**src/rtl/game_pkg.sv**
```systemverilog
// Shared definitions for the game objects that feed the video controller:
// screen geometry, coordinate and colour types, the player bitmap and the
// object FSM encoding.
package game_pkg;

    localparam int SCREEN_W = 640;
    localparam int SCREEN_H = 480;
    localparam int COORD_W  = 10;
    localparam int SPRITE_W = 256;

    typedef logic [COORD_W-1:0] coord_t;
    typedef logic signed [COORD_W:0] delta_t;
    typedef logic [7:0] rgb332_t;

    typedef enum logic [1:0] {
        ST_IDLE = 2'd0,
        ST_CALC = 2'd1,
        ST_REQ  = 2'd2
    } state_t;

    localparam rgb332_t PLAYER_COLOR = 8'hFC;

    // 16x16 ship, row-major, bit 255 is pixel (0,0).
    localparam logic [SPRITE_W-1:0] PLAYER_SPRITE = {
        16'h0180, 16'h03C0, 16'h03C0, 16'h07E0,
        16'h07E0, 16'h0FF0, 16'h1FF8, 16'h3FFC,
        16'h7FFE, 16'hFFFF, 16'hFFFF, 16'hF99F,
        16'hE187, 16'hC183, 16'h8181, 16'h0000
    };

    // Apply a signed step to a coordinate and saturate it to 0..max_pos.
    function automatic coord_t clamp_step(input coord_t pos, input delta_t delta,
                                          input coord_t max_pos);
        delta_t sum;
        coord_t result;
        sum = $signed({1'b0, pos}) + delta;
        if (sum < 0)
            result = '0;
        else if (sum > $signed({1'b0, max_pos}))
            result = max_pos;
        else
            result = sum[COORD_W-1:0];
        return result;
    endfunction

endpackage

```
**src/rtl/key_debouncer.sv**
```systemverilog
// Two-flop synchroniser plus debounce counter for one raw active-low key.
// The accepted level only changes after the synchronised level has
// disagreed with it for DEBOUNCE_CYCLES consecutive cycles.
module key_debouncer #(
    parameter int DEBOUNCE_CYCLES = 250000
) (
    input  logic clk,
    input  logic reset,
    input  logic key_raw,
    output logic pressed
);

    localparam int CNT_W = (DEBOUNCE_CYCLES > 1) ? $clog2(DEBOUNCE_CYCLES) : 1;
    localparam logic [CNT_W-1:0] CNT_LAST = CNT_W'(DEBOUNCE_CYCLES - 1);

    logic [1:0]       sync;
    logic             stable;
    logic [CNT_W-1:0] cnt;

    // Synchronise the key and accept a new level only once it has held long enough.
    // NOTE: sequential state uses non-blocking assignments so every flop samples
    // the pre-edge values regardless of statement order.
    always_ff @(posedge clk or posedge reset) begin
        if (reset) begin
            sync   <= 2'b11;
            stable <= 1'b1;
            cnt    <= '0;
        end else begin
            sync <= {sync[0], key_raw};
            if (sync[1] != stable) begin
                if (cnt == CNT_LAST) begin
                    stable <= sync[1];
                    cnt    <= '0;
                end else begin
                    cnt <= cnt + 1'b1;
                end
            end else begin
                cnt <= '0;
            end
        end
    end

    assign pressed = ~stable;

endmodule

```
**src/rtl/player_controller.sv**
```systemverilog
// Player object: conditions the keys, moves the sprite once per frame tick
// with edge saturation, and hands each changed position to the video
// controller through a write_enable/ack handshake.
module player_controller
    import game_pkg::*;
#(
    parameter int PLAYER_SIZE     = 16,
    parameter int START_X         = 312,
    parameter int START_Y         = 400,
    parameter int STEP            = 2,
    parameter int TICK_DIV        = 833333,
    parameter int DEBOUNCE_CYCLES = 250000
) (
    input  logic                CLOCK_50,
    input  logic                reset,
    input  logic                keyRestart,
    input  logic                keyUp,
    input  logic                keyDown,
    input  logic                keyLeft,
    input  logic                keyRight,
    input  logic                player_write_ack,
    output logic [COORD_W-1:0]  player_x,
    output logic [COORD_W-1:0]  player_y,
    output logic [COORD_W-1:0]  player_size,
    output logic [SPRITE_W-1:0] player_sprite,
    output logic [7:0]          player_color,
    output logic                player_write_enable,
    output logic                player_moving
);

    localparam int K_RIGHT   = 0;
    localparam int K_LEFT    = 1;
    localparam int K_DOWN    = 2;
    localparam int K_UP      = 3;
    localparam int K_RESTART = 4;

    localparam int TICK_W = (TICK_DIV > 1) ? $clog2(TICK_DIV) : 1;
    localparam logic [TICK_W-1:0] TICK_LAST = TICK_W'(TICK_DIV - 1);

    localparam coord_t X_MAX   = COORD_W'(SCREEN_W - PLAYER_SIZE);
    localparam coord_t Y_MAX   = COORD_W'(SCREEN_H - PLAYER_SIZE);
    localparam coord_t X_START = COORD_W'(START_X);
    localparam coord_t Y_START = COORD_W'(START_Y);
    localparam delta_t D_POS   = (COORD_W+1)'(STEP);
    localparam delta_t D_NEG   = (COORD_W+1)'(-STEP);

    logic [4:0] key_raw;
    logic [4:0] key_pressed;
    logic [TICK_W-1:0] tick_cnt;
    logic tick;
    logic restart_prev;
    logic restart_edge;
    delta_t dx, dy;
    coord_t cand_x, cand_y;
    state_t state, state_next;
    coord_t x_next, y_next;
    logic moving_next;

    assign key_raw = {keyRestart, keyUp, keyDown, keyLeft, keyRight};

    for (genvar i = 0; i < 5; i++) begin : g_keys
        key_debouncer #(.DEBOUNCE_CYCLES(DEBOUNCE_CYCLES)) u_key (
            .clk     (CLOCK_50),
            .reset   (reset),
            .key_raw (key_raw[i]),
            .pressed (key_pressed[i])
        );
    end

    // Free-running frame divider; tick marks the wrap cycle.
    always_ff @(posedge CLOCK_50 or posedge reset) begin
        if (reset)
            tick_cnt <= '0;
        else if (tick)
            tick_cnt <= '0;
        else
            tick_cnt <= tick_cnt + 1'b1;
    end

    assign tick = (tick_cnt == TICK_LAST);

    // Remember the debounced restart level to detect its press edge.
    always_ff @(posedge CLOCK_50 or posedge reset) begin
        if (reset)
            restart_prev <= 1'b0;
        else
            restart_prev <= key_pressed[K_RESTART];
    end

    assign restart_edge = key_pressed[K_RESTART] & ~restart_prev;

    // Opposing keys on an axis cancel; diagonal movement combines both axes.
    assign dx = (key_pressed[K_RIGHT] && !key_pressed[K_LEFT]) ? D_POS :
                (key_pressed[K_LEFT] && !key_pressed[K_RIGHT]) ? D_NEG : '0;
    assign dy = (key_pressed[K_DOWN] && !key_pressed[K_UP]) ? D_POS :
                (key_pressed[K_UP] && !key_pressed[K_DOWN]) ? D_NEG : '0;

    assign cand_x = clamp_step(player_x, dx, X_MAX);
    assign cand_y = clamp_step(player_y, dy, Y_MAX);

    // State and published outputs; reset forces an initial draw request.
    always_ff @(posedge CLOCK_50 or posedge reset) begin
        if (reset) begin
            state         <= ST_REQ;
            player_x      <= X_START;
            player_y      <= Y_START;
            player_moving <= 1'b0;
        end else begin
            state         <= state_next;
            player_x      <= x_next;
            player_y      <= y_next;
            player_moving <= moving_next;
        end
    end

    // Next-state logic; restart overrides any tick or ack in the same cycle.
    // NOTE: every signal gets a hold value first so no path leaves it
    // unassigned, which would otherwise infer a latch.
    always_comb begin
        state_next  = state;
        x_next      = player_x;
        y_next      = player_y;
        moving_next = player_moving;
        if (restart_edge) begin
            state_next  = ST_REQ;
            x_next      = X_START;
            y_next      = Y_START;
            moving_next = 1'b0;
        end else begin
            case (state)
                ST_IDLE: begin
                    if (tick)
                        state_next = ST_CALC;
                end
                ST_CALC: begin
                    if (cand_x != player_x || cand_y != player_y) begin
                        x_next      = cand_x;
                        y_next      = cand_y;
                        moving_next = 1'b1;
                        state_next  = ST_REQ;
                    end else begin
                        moving_next = 1'b0;
                        state_next  = ST_IDLE;
                    end
                end
                ST_REQ: begin
                    if (player_write_ack)
                        state_next = ST_IDLE;
                end
                default: state_next = ST_IDLE;
            endcase
        end
    end

    assign player_write_enable = (state == ST_REQ);
    assign player_size         = COORD_W'(PLAYER_SIZE);
    assign player_sprite       = PLAYER_SPRITE;
    assign player_color        = PLAYER_COLOR;

endmodule
```
**config.mk**
```make
export PLATFORM = sky130hd
export DESIGN_NAME = player_controller
export DESIGN_NICKNAME = d
export VERILOG_FILES = /design/src/rtl/game_pkg.sv /design/src/rtl/key_debouncer.sv /design/src/rtl/player_controller.sv
export SDC_FILE = /design/constraint.sdc
export NUM_CORES = 1
export LEC_CHECK = 0
export CAP_MARGIN = 10
export CORE_ASPECT_RATIO = 1.25
export CORE_UTILIZATION = 41
export DETAILED_ROUTE_END_ITERATION = 16
export PLACE_DENSITY = 0.73
export SKIP_CTS_REPAIR_TIMING = 1
export SYNTH_ARGS = -nofsm -noshare
export SYNTH_HDL_FRONTEND = slang
export SYNTH_SLANG_ARGS = --single-unit
```
**constraint.sdc**
```tcl
create_clock -name CLOCK_50 -period 5.9 [get_ports CLOCK_50]
set_clock_uncertainty 0.2 [all_clocks]
set_input_delay 1.475 -clock CLOCK_50 [delete_from_list [all_inputs] [get_ports CLOCK_50]]
set_output_delay 1.475 -clock CLOCK_50 [all_outputs]
set_load 0.02 [all_outputs]
```
Yosys cells after proc, flatten, opt, wreduce, memory -nomap -nowiden
Cells that the tools add are included.
{ "totals": {"wordCells": 105, "register_bits": 149} }
{ "classes": {"n_reduce_logical": 15, "magnitude_cmp": 4, "n_eq_ne": 17, "bitwise_logic": 7, "mux": 33, "add_sub_neg": 8} }
{ "ops": {"columns": ["operator", "n"], "rows": [
  ["18-bit two-way mux", 10],
  ["10-bit two-way mux", 10],
  ["18-bit by 1-bit adder with 18-bit output (second input constant)", 5],
  ["18-bit == test (second input constant)", 5],
  ["11-bit two-way mux", 4],
  ["11-bit adder", 2],
  ["11-bit by 1-bit < comparator with 1-bit output (second input constant)", 2],
  ["20-bit by 1-bit adder with 20-bit output (second input constant)", 1],
  ["20-bit == test (second input constant)", 1],
  ["20-bit two-way mux", 1],
  ["10-bit != test", 2],
  ["2-bit AND reduction", 7],
  ["11-bit by 10-bit > comparator with 1-bit output (second input constant)", 1],
  ["11-bit > comparator (second input constant)", 1],
  ["2-bit two-way mux", 4],
  ["1-bit inverter", 6],
  ["2-bit case mux with 3 select lines", 1],
  ["1-bit != test", 5],
  ["1-bit logical AND", 4],
  ["2-bit nonzero test", 2],
  ["1-bit two-way mux", 3],
  ["3-bit by 2-bit != test with 1-bit output (second input constant)", 1],
  ["3-bit != test (second input constant)", 1],
  ["2-bit by 1-bit == test with 1-bit output (second input constant)", 1],
  ["4 further kinds", 4]
]} }

Depth between registers and ports, before layout
Gate-level depths: netlist (run 1).
{ "logic_depth": {"word_depth": 13, "ltp_mapped": 21, "mapped_depth_nobuf": 16} }

By module
From an unflattened synthesis (run 1), not the netlist that was laid out.
{ "unflattened": {"cells_unflattened": 1289, "hier_area_um2": 11462.2} }
{ "by_module_without_submodules": {"columns": ["mod", "instances", "cells_each", "seq_area_each_um2", "area_each_um2"], "rows": [
  ["player_controller", 1, 764, 1111.1, 6144.6],
  ["key_debouncer", 5, 105, 529.3, 1063.5]
]} }

Worst setup path after synthesis (run 1)
Ideal clock, no wire load.
{ "synth_timing": {"path_type": "register to register", "startpoint": "register g_keys[3].u_key.stable", "endpoint": "register player_y[2]", "setup_slack_ns": 1.474, "t_arrival_ns": 4.091, "setup_ns": 0.134, "stages_incl_launch_ff": 20, "cell_sequence": "dfstp_2 > inv_1 > ha_1 > buf_6 > buf_6 > buf_8 > xor2_1 > ha_1 > or4_1 > mux2i_1 > o311ai_1 > and4_4 > nor3_4 > nand2_1 > a2111oi_2 > a31o_1 > buf_6 > buf_8 > mux2i_1 > nor2_1"} }
{ "synth_between": {"elab_chain_cells": 12, "elab_cells_between_ends": 17, "classes_between": "add/sub: 1; order compare: 2; eq/ne: 1; mux: 7; bitwise: 1; reduce/logical: 5"} }
{ "synth_rtl": {"columns": ["element", "line_no", "source"], "rows": [
  ["start, declared", "key_debouncer.sv:17", "logic stable;"],
  ["start signal, assigned", "key_debouncer.sv:32", "stable <= sync[1];"],
  ["1-bit inverter", "key_debouncer.sv:43", "assign pressed = ~stable;"],
  ["1-bit logical AND", "player_controller.sv:96", "(key_pressed[K_UP] && !key_pressed[K_DOWN]) ? D_NEG : '0;"],
  ["11-bit two-way mux", "player_controller.sv:96", null],
  ["11-bit two-way mux (*)", "player_controller.sv:95", "assign dy = (key_pressed[K_DOWN] && !key_pressed[K_UP]) ? D_POS :"],
  ["11-bit adder (*)", "game_pkg.sv:36", "sum = $signed({1'b0, pos}) + delta;"],
  ["11-bit by 10-bit > comparator with 1-bit output", "game_pkg.sv:39", "else if (sum > $signed({1'b0, max_pos}))"],
  ["10-bit two-way mux", "game_pkg.sv:39", null],
  ["10-bit two-way mux (*)", "game_pkg.sv:37", "if (sum < 0)"],
  ["10-bit != test", "player_controller.sv:136", "if (cand_x != player_x || cand_y != player_y) begin"],
  ["1-bit logical OR", "player_controller.sv:136", null],
  ["2-bit nonzero test (no line)", null, null],
  ["2-bit AND reduction (no line)", null, null],
  ["end signal, assigned", "player_controller.sv:111", "player_y <= y_next;"],
  ["end, declared", "player_controller.sv:23", "output logic [COORD_W-1:0] player_y,"]
]} }
Every way passes the cells marked *; elsewhere a longest branch is shown, timed or not. The select of a mux whose other input is x is not followed.
A chain may end at the register's enable or synchronous reset.

Worst setup path in the final report (run 1)
{ "layout_timing": {"startpoint": "register g_keys[3].u_key.stable", "endpoint": "register player_x[5]"} }
{ "layout_between": {"elab_chain_cells": 12, "elab_cells_between_ends": 14, "classes_between": "add/sub: 1; order compare: 2; eq/ne: 1; mux: 4; bitwise: 1; reduce/logical: 5"} }
{ "layout_rtl": {"columns": ["element", "line_no", "source"], "rows": [
  ["1-bit inverter", "key_debouncer.sv:43", null],
  ["1-bit logical AND", "player_controller.sv:96", null],
  ["11-bit two-way mux", "player_controller.sv:96", null],
  ["11-bit two-way mux (*)", "player_controller.sv:95", null],
  ["11-bit adder (*)", "game_pkg.sv:36", null],
  ["11-bit by 10-bit > comparator with 1-bit output", "game_pkg.sv:39", null],
  ["10-bit two-way mux", "game_pkg.sv:39", null],
  ["10-bit two-way mux (*)", "game_pkg.sv:37", null],
  ["10-bit != test (*)", "player_controller.sv:136", null],
  ["1-bit logical OR (*)", "player_controller.sv:136", null],
  ["2-bit nonzero test (no line) (*)", null, null],
  ["2-bit AND reduction (no line) (*)", null, null],
  ["end signal, assigned", "player_controller.sv:110", "player_x <= x_next;"],
  ["end, declared", "player_controller.sv:22", "output logic [COORD_W-1:0] player_x,"]
]} }
Every way passes the cells marked *; elsewhere a longest branch is shown, timed or not.

==> results by group, run 1 <==
CTS
  • TritonCTS buffer count: 17
  • Max Buffers Root-to-Sink: 2
  • Clock root buffer: clkbuf_16
  • Clk slew on worst S/H paths: 0.06 ns
  • Clock Latency Late Sink: 0.43 ns
  • Htree depth: 4
  • CTS tree: done
  • CTS sink cnt: 149

Outcome
  • Status: finished clean

Place
  • DP Wirelength: 13.97 mm
  • # port buffers: 29
  • RD Place Congestion: 0.9194
  • Dpl ws: 0.8847 ns
  • DP Cell Count: 1557

Worst setup path
  • Critical Path RT: 6.05 ns
  • R2R setup slack: 0.79 ns
  • Most common cell on crit path: ha_1
  • Crit Path Category: reg2reg
  • Crit start category: flip-flop
  • Crit-path slowest cell: a31o_1
  • Reg2reg start: g_keys[3].u_key.stable
  • CP Data Arrival Time: 5.26 ns
  • Max FO, Critical Path: 29
  • CP peak stage delay: 0.85 ns
  • Critical Path End Type: flip-flop
  • Reg2Reg Depth: 16
  • Reg-to-Reg End: player_x[5]
  • Crit path cell chain: inv_1 > ha_1 > inv_1 > ha_1 > ha_1 > a211o_1 > a32oi_1 > or2_2 > o311ai_1 > and4_4 > nor3_4 > nand2_1 > a2111oi_2 > a31o_1 > nor3_1 > a211o_1

Job
  • Max_cap viols: 0

Die
  • Die area: 0.02710 mm²
  • IO Count: 304
  • Die width: 147.4 µm
  • Die height: 183.8 µm
  • Starting Density: 0.4168
  • Core Area: 0.02601 mm²
  • Num rows: 66

Synth
  • Ys flop type: dfrtp_1
  • Post-synth top area share: 0.2908
  • Post-Synthesis Cells: 1228
  • Post-synthesis register bit count: 149
  • Ys async rst share: 1.000
  • Post-synth EDFFs: 0
  • Mapped cell area: 0.01084 mm²
  • Synth unique cells: 91
  • Synth area leaders: dfrtp_1 (29%), buf_4 (19%), dfstp_2 (5.6%)
  • Synth warn: 0
  • Leading area contributor after synthesis: dfrtp_1
  • Mapped Avg Cell Area: 8.829 µm²
  • Part of the Yosys area used for sequential elements: 0.3466

Detailed routing
  • DRT iter0 DRCs: 314
  • Via count: 7586
  • Final wirelength: 19.62 mm
  • DRC Markers: 0
  • WL/cell: 12.35 µm
  • First-pass detailed-route iteration total: 4
  • Final ANT Viol Nets: 0
  • Via density per instance: 4.774

STA
  • Least-Margin Pin Slew: 0.9702 ns
  • RSZ-0062 raised after global routing: false
  • Max Slew Vio Count: 0
  • F_max: 0.1957 GHz
  • Final setup violation count: 0
  • PnR worst setup slack: 0.7896 ns
  • Final Cycle Share: 0.8662
  • Minimum clock period: 5.110 ns
  • WHS: 0.1552 ns
  • Relative slew slack: 0.3532
  • Fin Setup TNS: 0 ns
  • Final Hold Viols: 0

Hold path
  • Hold Path End: g_keys[1].u_key.sync[1]
  • Hold depth: 0
  • Min-delay worst type: reg2reg
  • Hold Path Origin: g_keys[1].u_key.sync[0]

Final layout
  • Ant. Diodes: 0
  • Fin cells: 1589
  • Layout cell share with drive strength beyond 1: 0.07526
  • Number of nets in the layout: 1261
  • Commonest non-fill, non-tap cell in the layout: conb_1
  • Area Growth Syn to Fin: 0.7273%
  • Most frequent cells in the layout: conb_1 (274), nor2_1 (145), dfrtp_1 (126)

GRT
  • Global route overflow: 0
  • First-pass GRT wire length: 32.69 mm
  • Pin count of the biggest net entering global routing: 107
  • Initial antenna violation count: 0
  • Total global-route track usage: 0.1480
  • Vias in the first global route: 6759

Pwr
  • Static Leak: 4.943 nW
  • Peak supply drop: 0.2871 mV
  • Pwr/cell area: 214.7 mW/mm²
## worst max-delay path: cells and delay by family (launching register included)
kind,cells,cell delay (ns)
adders and majority gates,3,0.80
AOI/OAI and AO/OA,6,2.32
and+or+nand+nor,5,1.09
DFF,1,0.53
buffers and inverters,2,0.11
## cell families (layout without fill, tap and decap cells)
logic type	after synthesis	after routing	share of synthesized area
simple gates	441	441	0.2087
buf+inv	349	98	0.2238
flops	149	149	0.3466
compound gates	143	143	0.09210
xor+xnor	117	117	0.09902
fa+ha+maj	17	17	0.01962
mux	10	10	0.009579
other cells	2	274	0.0006927
## per-layer routing
metal / GRT usage / up-vias / share of wire
met2: 0.2534 / 289 / 0.50
li1: - / 3642 / -
met4: 0.07918 / 0 / 0.032
met5: 0 / - / 0
met1: 0.1737 / 3607 / 0.41
met3: 0.03002 / 48 / 0.058
## worst max-delay path by stage
stage	from	end	depth (start not counted)
finish	g_keys[3].u_key.stable	player_x[5]	16
global route	g_keys[1].u_key.stable	player_x[5]	16
CTS	g_keys[1].u_key.stable	player_x[5]	16
detailed placement	g_keys[1].u_key.stable	player_x[5]	16
global placement	g_keys[3].u_key.stable	player_x[5]	15
floorplan	reset	g_keys[0].u_key.cnt[0]	1
## power breakdown
| part | switching, W | internal [W] | total, W | leakage [nW] |
|---|---|---|---|---|
| clock network | 0.000419 | 0.000675 | 0.00109 | 0.290 |
| logic | 0.000190 | 0.0000146 | 0.000205 | 2.68 |
| registers | 0.00000803 | 0.00104 | 0.00105 | 1.97 |
| total | 0.000617 | 0.00173 | 0.00234 | 4.94 |
## through the flow
step / area, µm² / utilization / power, W
CTS: 10920 / 0.4198 / 0.002373
global route: 10920 / 0.4198 / 0.002440
finish: 10920 / 0.4198 / 0.002344
global placement: 10320 / 0.3967 / 0.001265
floorplan: 11860 / - / 0.001389
detailed placement: 10320 / 0.3967 / 0.001267
## flip-flops by register name, indices dropped and copies added (netlist names)
register	cells
restart_prev	1
player_y	10
player_moving	1
tick_cnt	20
g_keys.u_key.sync	10
state	2
g_keys.u_key.cnt	90
g_keys.u_key.stable	5
player_x	10
## final cells by class
| type | count | area, µm² |
|---|---|---|
| tap | 340 | 425.4 |
| clock buffer | 20 | 446.7 |
| fill | 2501 | 15090 |
| timing repair buffer | 35 | 335.3 |
| clock inverter | 12 | 155.1 |
| sequential | 149 | 3757 |
| multi-input combinational | 1002 | 5679 |
| inverter | 31 | 121.4 |
## cell usage after synthesis (11+ instances only)
| cell type | count |
|---|---|
| buf_4 | 277 |
| inv_1 | 31 |
| nand3_1 | 51 |
| dfrtp_1 | 126 |
| xor2_1 | 61 |
| and3_1 | 23 |
| nand4_1 | 22 |
| a21oi_1 | 32 |
| o21ai_0 | 28 |
| nand3b_1 | 11 |
| clkbuf_1 | 17 |
| nor2_1 | 145 |
| nor4_1 | 13 |
| nand2_1 | 74 |
| buf_2 | 13 |
| dfstp_2 | 23 |
| nor3_1 | 25 |
| xnor2_1 | 52 |
| ha_1 | 17 |
| or3_1 | 17 |
No activity file was read; power rests on OpenSTA's default activity.
==> run 2, diff against run 1 <==
--- a/config.mk
+++ b/config.mk
@@ -5,7 +5,6 @@
 export SDC_FILE = /design/constraint.sdc
 export NUM_CORES = 1
 export LEC_CHECK = 0
-export CAP_MARGIN = 10
 export CORE_ASPECT_RATIO = 1.25
 export CORE_UTILIZATION = 41
 export DETAILED_ROUTE_END_ITERATION = 16
==> results of run 2 <==
Same layout as run 1: the final DEF is identical, and so are final timing and power.
==> run 3, diff against run 2 <==
--- a/config.mk
+++ b/config.mk
@@ -5,7 +5,7 @@
 export SDC_FILE = /design/constraint.sdc
 export NUM_CORES = 1
 export LEC_CHECK = 0
-export CORE_ASPECT_RATIO = 1.25
+export CORE_ASPECT_RATIO = 1.1
 export CORE_UTILIZATION = 41
 export DETAILED_ROUTE_END_ITERATION = 16
 export PLACE_DENSITY = 0.73
==> run 3 against run 2 <==
Clock power about the same. Sequential share of layout area about the same. Core utilization down 0.10 points. Global-route usage down 0.42 points.
==> results by group, run 3 (synthesis results as in run 1) <==
Outcome
  • Status: finished clean (unchanged)

Worst setup path
  • Critical Path End Type: flip-flop (unchanged)
  • Crit path from: g_keys[1].u_key.stable (was g_keys[3].u_key.stable)
  • Reg2Reg Depth: 17 (was 16)
  • Reg2reg start: g_keys[1].u_key.stable (was g_keys[3].u_key.stable)
  • Critical Path RT: 6.02 ns (was 6.05 ns)
  • Crit Path Category: reg2reg (unchanged)
  • Crit start category: flip-flop (unchanged)
  • CP Data Arrival Time: 5.04 ns (was 5.26 ns)
  • R2R setup slack: 0.98 ns (was 0.79 ns)
  • Reg-to-Reg End: player_y[6] (was player_x[5])
  • Max FO, Critical Path: 34 (was 29)

Final layout
  • Fin cells: 1601 (was 1589)
  • Regs by FF count: g_keys.u_key.cnt: 90 flops, tick_cnt: 20 flops (unchanged)
  • Most frequent cells in the layout: conb_1 (274), nor2_1 (145), dfrtp_1 (126) (unchanged)
  • Register area: 0.003757 mm² (unchanged)
  • Layout cell share with drive strength beyond 1: 0.07526 (unchanged)
  • Ant. Diodes: 0 (unchanged)
  • Largest Register: g_keys.u_key.cnt (unchanged)
  • Multi-input gate area: 0.005679 mm² (unchanged)
  • Filler cells: 2527 (was 2501)
  • Number of nets in the layout: 1262 (was 1261)
  • Area Growth Syn to Fin: 0.6812% (was 0.7273%)
  • Commonest non-fill, non-tap cell in the layout: conb_1 (unchanged)
  • Max reg flops: 90 (unchanged)

Place
  • RD Place Congestion: 0.8703 (was 0.9194)
  • DP Wirelength: 13.74 mm (was 13.97 mm)
  • DP Cell Count: 1570 (was 1557)
  • Dpl ws: 1.037 ns (was 0.8847 ns)
  • # port buffers: 29 (unchanged)

Die
  • Die area: 0.02710 mm² (about the same)
  • IO Count: 304 (unchanged)
  • Core Area: 0.02607 mm² (was 0.02601 mm²)
  • Starting Density: 0.4159 (was 0.4168)
  • Num rows: 62 (was 66)
  • Die width: 157.0 µm (was 147.4 µm)
  • Die height: 172.6 µm (was 183.8 µm)

Pwr
  • Total chip power: 0.002307 W (was 0.002344 W)
  • Power share of the sequential group: 0.453 (was 0.446)
  • Internal power: 0.001684 W (was 0.001727 W)
  • Peak supply drop: 0.1951 mV (was 0.2871 mV)
  • Clock power frac: 0.458 (was 0.467)
  • Combinational Power Share: 0.089 (was 0.087)
  • Switching power: 0.0006221 W (was 0.0006172 W)
  • Sw Ratio: 0.2697 (was 0.2633)
  • Pwr/cell area: 211.3 mW/mm² (was 214.7 mW/mm²)
  • Static Leak: 4.930 nW (was 4.943 nW)

CTS
  • Clock Latency Late Sink: 0.43 ns (about the same)
  • CTS tree: done (unchanged)
  • Clk slew on worst S/H paths: 0.06 ns (about the same)
  • Clock root buffer: clkbuf_16 (unchanged)
  • Max Buffers Root-to-Sink: 2 (unchanged)
  • CTS sink cnt: 149 (unchanged)
  • TritonCTS buffer count: 17 (unchanged)
  • Htree depth: 4 (unchanged)

GRT
  • Global route overflow: 0 (unchanged)
  • Initial antenna violation count: 0 (unchanged)
  • Total global-route track usage: 0.1438 (was 0.1480)
  • Vias in the first global route: 6750 (was 6759)
  • First-pass GRT wire length: 32.02 mm (was 32.69 mm)
  • Pin count of the biggest net entering global routing: 94 (was 107)

STA
  • Final setup violation count: 0 (unchanged)
  • Fin Setup TNS: 0 ns (unchanged)
  • RSZ-0062 raised after global routing: false (unchanged)
  • F_max: 0.2031 GHz (was 0.1957 GHz)
  • Final Cycle Share: 0.8344 (was 0.8662)
  • Max Slew Vio Count: 0 (unchanged)
  • Final Hold Viols: 0 (unchanged)
  • Minimum clock period: 4.923 ns (was 5.110 ns)
  • PnR worst setup slack: 0.9769 ns (was 0.7896 ns)
  • Least-Margin Pin Slew: 1.182 ns (was 0.9702 ns)
  • Relative slew slack: 0.2050 (was 0.3532)

Hold path
  • Hold Path End: g_keys[3].u_key.sync[1] (was g_keys[1].u_key.sync[1])
  • Hold Path Origin: g_keys[3].u_key.sync[0] (was g_keys[1].u_key.sync[0])
  • Hold depth: 0 (unchanged)
  • Min-delay worst type: reg2reg (unchanged)

Detailed routing
  • Final ANT Viol Nets: 0 (unchanged)
  • Via count: 7570 (was 7586)
  • DRC Markers: 0 (unchanged)
  • Final wirelength: 19.25 mm (was 19.62 mm)
  • WL/cell: 12.02 µm (was 12.35 µm)
  • First-pass detailed-route iteration total: 5 (was 4)
  • DRT iter0 DRCs: 449 (was 314)
  • Via density per instance: 4.728 (was 4.774)

Job
  • Max_cap viols: 0 (unchanged)
-- run 3: how the worst max path moves through the flow --
stage | cells after the start | end | slack (ns)
2_1_floorplan | 1 | g_keys[0].u_key.cnt[0] | 0.26
3_3_place_gp | 17 | player_x[5] | 1.22
3_5_place_dp | 17 | player_x[5] | 1.04
4_1_cts | 17 | player_x[5] | 1.02
5_1_grt | 17 | player_x[5] | 0.65
6_report | 17 | player_y[6] | 0.98
-- run 3: metal layers --
layer / track usage / up-vias / share of wire / wire length, µm
met3: 0.02707 / 32 / 0.054 / 1045
met5: 0 / - / 0 / 0
met1: 0.1794 / 3608 / 0.43 / 8300
met2: 0.2422 / 288 / 0.49 / 9516
met4: 0.05947 / 0 / 0.020 / 389
li1: - / 3642 / - / -
-- run 3: worst max-delay path: stages (launching register included) --
cell and delay (ns):
dfstp_2 0.53, inv_1 0.06, ha_1 0.17, buf_4 0.23
xor2_1 0.20, ha_1 0.25, nand4bb_1 0.11, and4_1 0.34
o2bb2ai_1 0.21, xor2_1 0.44, o21ai_1 0.29, a221oi_1 0.31
nand4_1 0.15, a2111oi_2 0.28, a31o_1 0.39, buf_4 0.31
a21oi_1 0.07, o221a_1 0.25
-- run 3: stage by stage --
step                      utilization  instance area [µm²]  hold WS, ns
after CTS                      0.4188                10920       0.1546
after global placement         0.3967                10340       0.1455
final                          0.4188                10920       0.1512
after detailed placement       0.3967                10340       0.1470
after floorplan                     -                11860       0.1452
after global routing           0.4188                10920       0.1589
-- run 3: area by class of cell --
cell class                      instances  share of cell area
Clock buffer                           20             0.04092
Clock inverter                         11             0.01169
Inverter                               31             0.01112
Multi-Input combinational cell       1002              0.5203
Sequential cell                       149              0.3442
Tap cell                              352             0.04035
Timing Repair Buffer                   36             0.03141
-- run 3: power by group through the flow --
stage               Clock [W]  Sequential [W]  Combinational (W)
CTS                   0.00109         0.00105           0.000204
finish                0.00106         0.00105           0.000205
global placement            0         0.00106           0.000203
floorplan                   0         0.00106           0.000328
detailed placement          0         0.00106           0.000204
global route          0.00113         0.00105           0.000228
